`src/rtl/aq_ifu_btb_wr_ctrl_pkg.sv`:
```
// aq_ifu_btb_wr_ctrl_pkg: BTB geometry, FSM encoding and priority helper shared with the read-side controller
package aq_ifu_btb_wr_ctrl_pkg;
  localparam int ENTRY_NUM = 16;
  localparam int ADDR_WIDTH = 16;
  localparam int PTR_W = $clog2(ENTRY_NUM);
  localparam logic [1:0] ST_IDLE = 2'd0;
  localparam logic [1:0] ST_LKUP = 2'd1;
  localparam logic [1:0] ST_WRITE = 2'd2;
  localparam logic [1:0] ST_INV = 2'd3;
  function automatic logic [ENTRY_NUM-1:0] lowest_onehot(input logic [ENTRY_NUM-1:0] v);
    return v & (~v + ENTRY_NUM'(1));
  endfunction
endpackage

```
`src/rtl/aq_ifu_btb_wr_ctrl_if.sv`:
```
// aq_ifu_btb_wr_ctrl_if: CP0/BJU request side and BTB entry-array side of the write controller
interface aq_ifu_btb_wr_ctrl_if;
  import aq_ifu_btb_wr_ctrl_pkg::*;
  logic                  cp0_ifu_btb_en;
  logic                  cp0_ifu_btb_inv;
  logic                  btb_inv_done;
  logic                  bju_btb_upd_vld;
  logic                  bju_btb_upd_del;
  logic [ADDR_WIDTH-1:0] bju_btb_upd_tag;
  logic [ADDR_WIDTH-1:0] bju_btb_upd_tgt;
  logic                  btb_bju_upd_rdy;
  logic [ENTRY_NUM-1:0]  btb_entry_wr_hit;
  logic [ADDR_WIDTH-1:0] btb_wr_acc_tag;
  logic [ENTRY_NUM-1:0]  btb_entry_upd;
  logic [ENTRY_NUM-1:0]  btb_entry_updg;
  logic [ENTRY_NUM-1:0]  btb_entry_clr;
  logic [ENTRY_NUM-1:0]  btb_entry_clrg;
  logic [ADDR_WIDTH-1:0] btb_upd_tag;
  logic [ADDR_WIDTH-1:0] btb_upd_tgt;
  modport slave (
    input  cp0_ifu_btb_en, cp0_ifu_btb_inv, bju_btb_upd_vld, bju_btb_upd_del,
           bju_btb_upd_tag, bju_btb_upd_tgt, btb_entry_wr_hit,
    output btb_inv_done, btb_bju_upd_rdy, btb_wr_acc_tag, btb_entry_upd, btb_entry_updg,
           btb_entry_clr, btb_entry_clrg, btb_upd_tag, btb_upd_tgt
  );
  modport master (
    output cp0_ifu_btb_en, cp0_ifu_btb_inv, bju_btb_upd_vld, bju_btb_upd_del,
           bju_btb_upd_tag, bju_btb_upd_tgt, btb_entry_wr_hit,
    input  btb_inv_done, btb_bju_upd_rdy, btb_wr_acc_tag, btb_entry_upd, btb_entry_updg,
           btb_entry_clr, btb_entry_clrg, btb_upd_tag, btb_upd_tgt
  );
endinterface

```
`src/rtl/aq_ifu_btb_wr_ctrl_victim_ptr.sv`:
```
// aq_ifu_btb_victim_ptr: round-robin allocation pointer with one-hot decode
module aq_ifu_btb_victim_ptr
  import aq_ifu_btb_wr_ctrl_pkg::*;
(
  input  logic                 clk,
  input  logic                 rst,
  input  logic                 inc,
  input  logic                 clr,
  output logic [ENTRY_NUM-1:0] ptr_oh
);
  logic [PTR_W-1:0] ptr_q, ptr_d;
  always_comb ptr_d = clr ? '0 : inc ? ptr_q + 1'b1 : ptr_q;
  always_ff @(posedge clk or posedge rst)
    if (rst) ptr_q <= '0;
    else ptr_q <= ptr_d;
  assign ptr_oh = ENTRY_NUM'(1) << ptr_q;
endmodule

```
`src/rtl/aq_ifu_btb_wr_ctrl.sv`:
```
// aq_ifu_btb_wr_ctrl: BTB write-side controller; lookup, then one-hot update/clear strobes or invalidate-all
module aq_ifu_btb_wr_ctrl
  import aq_ifu_btb_wr_ctrl_pkg::*;
(
  input  logic                        forever_cpuclk,
  input  logic                        cpurst,
  aq_ifu_btb_wr_ctrl_if.slave         ifc
);
  logic [1:0]            state_q, state_d;
  logic [ADDR_WIDTH-1:0] tag_q, tag_d, tgt_q, tgt_d;
  logic                  del_q, del_d, en_q, en_d;
  logic [ENTRY_NUM-1:0]  hit_q, hit_d, vic_oh;
  logic                  inv, acc, wr, hit_any, ptr_inc, ptr_clr;
  always_comb begin
    inv = ifc.cp0_ifu_btb_inv;
    acc = ifc.bju_btb_upd_vld & (state_q == ST_IDLE) & ~inv;
    state_d = inv ? ST_INV :
              state_q == ST_IDLE ? (acc ? ST_LKUP : ST_IDLE) :
              state_q == ST_LKUP ? ST_WRITE : ST_IDLE;
    tag_d = acc ? ifc.bju_btb_upd_tag : tag_q;
    tgt_d = acc ? ifc.bju_btb_upd_tgt : tgt_q;
    del_d = acc ? ifc.bju_btb_upd_del : del_q;
    en_d = acc ? ifc.cp0_ifu_btb_en : en_q;
    hit_d = state_q == ST_LKUP ? lowest_onehot(ifc.btb_entry_wr_hit) : hit_q;
    // an invalidate arriving in WRITE abandons the request, so the write is squashed too
    wr = (state_q == ST_WRITE) & en_q & ~inv;
    hit_any = |hit_q;
    ptr_inc = wr & ~del_q & ~hit_any;
    ptr_clr = state_q == ST_INV;
  end
  always_ff @(posedge forever_cpuclk or posedge cpurst)
    if (cpurst) begin
      state_q <= ST_IDLE;
      tag_q <= '0;
      tgt_q <= '0;
      del_q <= 1'b0;
      en_q <= 1'b0;
      hit_q <= '0;
    end else begin
      state_q <= state_d;
      tag_q <= tag_d;
      tgt_q <= tgt_d;
      del_q <= del_d;
      en_q <= en_d;
      hit_q <= hit_d;
    end
  aq_ifu_btb_victim_ptr u_victim_ptr (
    .clk    (forever_cpuclk),
    .rst    (cpurst),
    .inc    (ptr_inc),
    .clr    (ptr_clr),
    .ptr_oh (vic_oh)
  );
  assign ifc.btb_bju_upd_rdy = (state_q == ST_IDLE) & ~inv;
  assign ifc.btb_wr_acc_tag = tag_q;
  assign ifc.btb_upd_tag = tag_q;
  assign ifc.btb_upd_tgt = tgt_q;
  assign ifc.btb_inv_done = state_q == ST_INV;
  assign ifc.btb_entry_upd = wr & ~del_q ? (hit_any ? hit_q : vic_oh) : '0;
  assign ifc.btb_entry_clr = state_q == ST_INV ? '1 : wr & del_q ? hit_q : '0;
  assign ifc.btb_entry_updg = ifc.btb_entry_upd;
  assign ifc.btb_entry_clrg = ifc.btb_entry_clr;
endmodule

```
`src/flat_wrapper.sv`:
```
// flat-port wrapper written by rule: the top's interface ports become plain ports
module aq_ifu_btb_wr_ctrl_flat import aq_ifu_btb_wr_ctrl_pkg::*;
  (forever_cpuclk, cpurst, ifc_cp0_ifu_btb_en, ifc_cp0_ifu_btb_inv, ifc_bju_btb_upd_vld, ifc_bju_btb_upd_del, ifc_bju_btb_upd_tag, ifc_bju_btb_upd_tgt, ifc_btb_entry_wr_hit, ifc_btb_inv_done, ifc_btb_bju_upd_rdy, ifc_btb_wr_acc_tag, ifc_btb_entry_upd, ifc_btb_entry_updg, ifc_btb_entry_clr, ifc_btb_entry_clrg, ifc_btb_upd_tag, ifc_btb_upd_tgt);
  aq_ifu_btb_wr_ctrl_if ifc_i ();
  input  logic forever_cpuclk;
  input  logic cpurst;
  input wire logic [$bits(ifc_i.cp0_ifu_btb_en)-1:0] ifc_cp0_ifu_btb_en;
  input wire logic [$bits(ifc_i.cp0_ifu_btb_inv)-1:0] ifc_cp0_ifu_btb_inv;
  input wire logic [$bits(ifc_i.bju_btb_upd_vld)-1:0] ifc_bju_btb_upd_vld;
  input wire logic [$bits(ifc_i.bju_btb_upd_del)-1:0] ifc_bju_btb_upd_del;
  input wire logic [$bits(ifc_i.bju_btb_upd_tag)-1:0] ifc_bju_btb_upd_tag;
  input wire logic [$bits(ifc_i.bju_btb_upd_tgt)-1:0] ifc_bju_btb_upd_tgt;
  input wire logic [$bits(ifc_i.btb_entry_wr_hit)-1:0] ifc_btb_entry_wr_hit;
  output wire logic [$bits(ifc_i.btb_inv_done)-1:0] ifc_btb_inv_done;
  output wire logic [$bits(ifc_i.btb_bju_upd_rdy)-1:0] ifc_btb_bju_upd_rdy;
  output wire logic [$bits(ifc_i.btb_wr_acc_tag)-1:0] ifc_btb_wr_acc_tag;
  output wire logic [$bits(ifc_i.btb_entry_upd)-1:0] ifc_btb_entry_upd;
  output wire logic [$bits(ifc_i.btb_entry_updg)-1:0] ifc_btb_entry_updg;
  output wire logic [$bits(ifc_i.btb_entry_clr)-1:0] ifc_btb_entry_clr;
  output wire logic [$bits(ifc_i.btb_entry_clrg)-1:0] ifc_btb_entry_clrg;
  output wire logic [$bits(ifc_i.btb_upd_tag)-1:0] ifc_btb_upd_tag;
  output wire logic [$bits(ifc_i.btb_upd_tgt)-1:0] ifc_btb_upd_tgt;
  assign ifc_i.cp0_ifu_btb_en = ifc_cp0_ifu_btb_en;
  assign ifc_i.cp0_ifu_btb_inv = ifc_cp0_ifu_btb_inv;
  assign ifc_i.bju_btb_upd_vld = ifc_bju_btb_upd_vld;
  assign ifc_i.bju_btb_upd_del = ifc_bju_btb_upd_del;
  assign ifc_i.bju_btb_upd_tag = ifc_bju_btb_upd_tag;
  assign ifc_i.bju_btb_upd_tgt = ifc_bju_btb_upd_tgt;
  assign ifc_i.btb_entry_wr_hit = ifc_btb_entry_wr_hit;
  assign ifc_btb_inv_done = ifc_i.btb_inv_done;
  assign ifc_btb_bju_upd_rdy = ifc_i.btb_bju_upd_rdy;
  assign ifc_btb_wr_acc_tag = ifc_i.btb_wr_acc_tag;
  assign ifc_btb_entry_upd = ifc_i.btb_entry_upd;
  assign ifc_btb_entry_updg = ifc_i.btb_entry_updg;
  assign ifc_btb_entry_clr = ifc_i.btb_entry_clr;
  assign ifc_btb_entry_clrg = ifc_i.btb_entry_clrg;
  assign ifc_btb_upd_tag = ifc_i.btb_upd_tag;
  assign ifc_btb_upd_tgt = ifc_i.btb_upd_tgt;
  aq_ifu_btb_wr_ctrl u_core (.forever_cpuclk(forever_cpuclk), .cpurst(cpurst), .ifc(ifc_i));
endmodule
```
`config.mk`:
```
export PLATFORM = sky130hd
export DESIGN_NAME = aq_ifu_btb_wr_ctrl_flat
export DESIGN_NICKNAME = d
export VERILOG_FILES = /design/src/rtl/aq_ifu_btb_wr_ctrl_pkg.sv /design/src/rtl/aq_ifu_btb_wr_ctrl_if.sv /design/src/rtl/aq_ifu_btb_wr_ctrl_victim_ptr.sv /design/src/rtl/aq_ifu_btb_wr_ctrl.sv /design/src/flat_wrapper.sv
export SDC_FILE = /design/constraint.sdc
export NUM_CORES = 1
export LEC_CHECK = 0
export BUFFER_PORTS_ARGS = -buffer_cell sky130_fd_sc_hd__buf_2
export CAP_MARGIN = 20
export CORE_UTILIZATION = 46
export DETAILED_ROUTE_END_ITERATION = 16
export GPL_TIMING_DRIVEN = 1
export PLACE_DENSITY = 0.81
export SETUP_SLACK_MARGIN = 0.3
export SYNTH_ARGS = -nofsm -noshare
export SYNTH_HDL_FRONTEND = slang
export SYNTH_HIERARCHICAL = 1
export SYNTH_SLANG_ARGS = --single-unit
```
`constraint.sdc`:
```
create_clock -name forever_cpuclk -period 2.2 [get_ports forever_cpuclk]
set_input_delay 0 -clock forever_cpuclk [delete_from_list [all_inputs] [get_ports forever_cpuclk]]
set_output_delay 0 -clock forever_cpuclk [all_outputs]
set_load 0.05 [all_outputs]
```
==> run summary <==
Post-Syn Nets - 372
Crit path cell chain - nor4_2, nand4_1, buf_6, clkbuf_16, o2bb2ai_4, buf_4
Row count - 30
Yosys cell types - 43
Initial Util - 0.484
Initial DRC Count - 217
Vias in the first global route - 3067
Power per cell area - 740 mW/mm^2
Clk Tree Root Cell - clkbuf_8
Mapped Cells - 312
Crit path arrival time - 1980 ps
ANT cells - 0
Period utilization - 0.900
Routed vias - 3264
Clk sinks - 56
EDFF count, synth - 0
Hold Path Class - in -> reg
Area grow syn2layout - 60.0%
Final-stage net count - 560
# IOs - 168
Slew @ Worst Pin - 613 ps
Asr flop ratio synth - 1.00
Setup TNS - 0 ps
Family with the most delay on the worst path - buffers and inverters
Crit Path Class - reg -> out
Non-filler cells, final - 597
Sequential-to-total area share from yosys stat - 0.422
Remaining DRCs - 0
WL/cell - 18.8 um
Post-layout min period - 1980 ps
Most numerous cell in the Yosys netlist - dfrtp_1
Final Max Tran Viols - 0
Layout cells sized above 1 - 0.559
CTS H-tree depth - 2
Die height - 87.0 um
Core footprint - 0.00687 mm^2
Placed insts - 515
Chip Width - 87.0 um
Critical path required time - 2200 ps
Initial antenna violation count - 0
Total of max-cap violations - 0
Synth Area per Inst - 10.6 um^2
CTS tree - done
Global-route wire length before repair - 14.7 mm
Outcome - finished clean
CP bufs+invs - 3
Hold WS - 26.0 ps
Synth cell count leaders - 56 x dfrtp_1, 50 x buf_4, 32 x mux2_2, 20 x nand3_1
Final Worst Setup Slack - 220 ps
Synth warn - 6
Unrepaired setup endpoints after global routing - true
Peak supply drop - 0.668 mV
Final GP Congestion - 0.808
Crit end category - output port
Final wirelength - 11.2 mm
Input/output buffers - 167
Grt ovf - 0
Maximum fanout along the worst path - 7
Setup slack at placement - 358 ps
Fin. Hold Viols - 0
#FFs+latches synth - 56
Top post-synthesis cells by area - dfrtp_1 42%, buf_4 11%, mux2_2 11%, o2bb2ai_1 4.2%, a21o_1 3.6%
Detailed placer's ending HPWL - 6.11 mm
Clk_skew - 7.96 ps
CTS clk-pin slew, worst paths - 110 ps
Critical-path top delay cell - dfrtp_1
Final-report setup violation count - 0
Detailed Routing Iterations Pass 1 - 5
Fmax - 0.505 GHz
Util after Layout - 0.774
GR Util All Layers - 0.253
Main synth FF type - dfrtp_1
Slew margin rel. - 0.591
Max Buffers Root-to-Sink - 2
Largest net degree at the start of global routing - 33
Mapped Area - 0.00332 mm^2
Die ar. - 0.00757 mm^2
Via density - 5.47
Antenna Nets Post-Route - 0
Worst setup SP type - flop
CP peak stage delay - 490 ps
Area share of the largest cell type after synthesis - 0.422
Largest area contributor in the netlist - dfrtp_1
Num CTS Buffers - 5
Leak pwr - 0.00256 uW
Skew-Pair Late Insertion Delay - 310 ps
==> cells in the final DEF (no fill, tap or decap), types with 2 or more instances in the layout <==
cell type,instances
o21ai_0,5
ha_1,6
and2_4,2
clkbuf_4,12
and3_1,3
buf_12,4
nand3_1,20
a32o_1,3
nand2b_1,4
a31o_2,2
nor2b_1,7
buf_8,7
inv_1,5
nor4_2,4
dfrtp_1,45
and2_2,2
mux2_2,32
and2_0,2
buf_2,112
a21o_1,16
buf_6,24
dlygate4sd3_1,51
nor2_1,8
buf_4,35
clkbuf_8,6
nand2_1,15
clkinvlp_4,2
dfrtp_2,11
nand4_1,2
and2_1,12
o2bb2ai_4,15
a22o_1,3
==> state kept, by name, indices dropped and copies added (netlist names) <==
signal,cells
u_core/ifc.btb_upd_tgt,16
u_core/hit_q,16
u_core/en_q,1
u_core/del_q,1
u_core/state_q,2
u_core/u_victim_ptr/ptr_q,4
u_core/ifc.btb_upd_tag,16
==> stage by stage <==
stage,total power (uW),cell area [um^2]
2_1_floorplan,2790,3460
3_3_place_gp,3030,3980
3_5_place_dp,3070,3980
4_1_cts,3750,4810
5_1_grt,4060,5310
6_report,3930,5310
==> what timing repair did <==
action | in CTS | in global routing
setup endpoints to repair | 64 | 66
hold endpoints to repair | 79 | 0
pin swaps | 2 | 6
buffers inserted | 6 | 14
cloned | 0 | 3
resized for setup | 53 | 88
hold buffers | 51 | 0
==> power by group <==
| group | total [uW] | leakage [uW] | internal [uW] | switching [uW] |
|---|---|---|---|---|
| clock network | 591 | 0.0000445 | 257 | 334 |
| registers | 1340 | 0.000690 | 1200 | 136 |
| logic | 2000 | 0.00183 | 568 | 1430 |
| total | 3930 | 0.00256 | 2030 | 1900 |
==> worst min-delay path: cells and delay by family <==
family	cells	cell delay [ps]
buffers and inverters	1	100
AO/OA/AOI/OAI	1	80
AND/OR/NAND/NOR	2	110
==> worst paths after layout <==
kind	from	end	slack [ps]	cells after the start
worst max-delay path	u_core/hit_q[10]$_DFFE_PP0N_	ifc_btb_entry_upd[7]	220	6
worst min-delay path	ifc_btb_entry_wr_hit[6]	u_core/hit_q[7]$_DFFE_PP0N_	30	4
worst max register to register	u_core/hit_q[10]$_DFFE_PP0N_	u_core/u_victim_ptr/ptr_q[3]$_DFFE_PP0P_	230	7
worst min register to register	u_core/ifc.btb_upd_tgt[12]$_DFFE_PP0P_	u_core/ifc.btb_upd_tgt[12]$_DFFE_PP0P_	510	1
max in group asynchronous	cpurst	u_core/ifc.btb_upd_tgt[12]$_DFFE_PP0P_	1310	4
min in group asynchronous	cpurst	u_core/u_victim_ptr/ptr_q[3]$_DFFE_PP0P_	160	3
==> layer usage <==
metal / vias up / track usage / wire, um
met4: 0 / 0.0818 / 417
met3: 45 / 0.0445 / 863
met5: - / 0 / 0
met1: 1574 / 0.295 / 4000
met2: 221 / 0.467 / 5970
li1: 1424 / - / -
==> cell families after synthesis <==
logic type | Yosys count | synth area share
AOI/OAI and AO/OA | 47 | 0.113
adders and majority gates | 6 | 0.0226
xor gates and xnor gates | 1 | 0.00264
and+or+nand+nor | 94 | 0.159
DFF | 56 | 0.422
muxes | 35 | 0.118
buffers and inverters | 73 | 0.163
==> cell type report <==
class | count | area, um^2
clock inverter | 1 | 7.51
fill | 420 | 1560
inverter | 7 | 30.0
tap | 96 | 120
sequential | 56 | 1420
clock buffer | 7 | 86.3
multi-input combinational | 184 | 1750
timing repair buffer | 246 | 1900
Note: power is estimated with default switching activity, not from simulation.
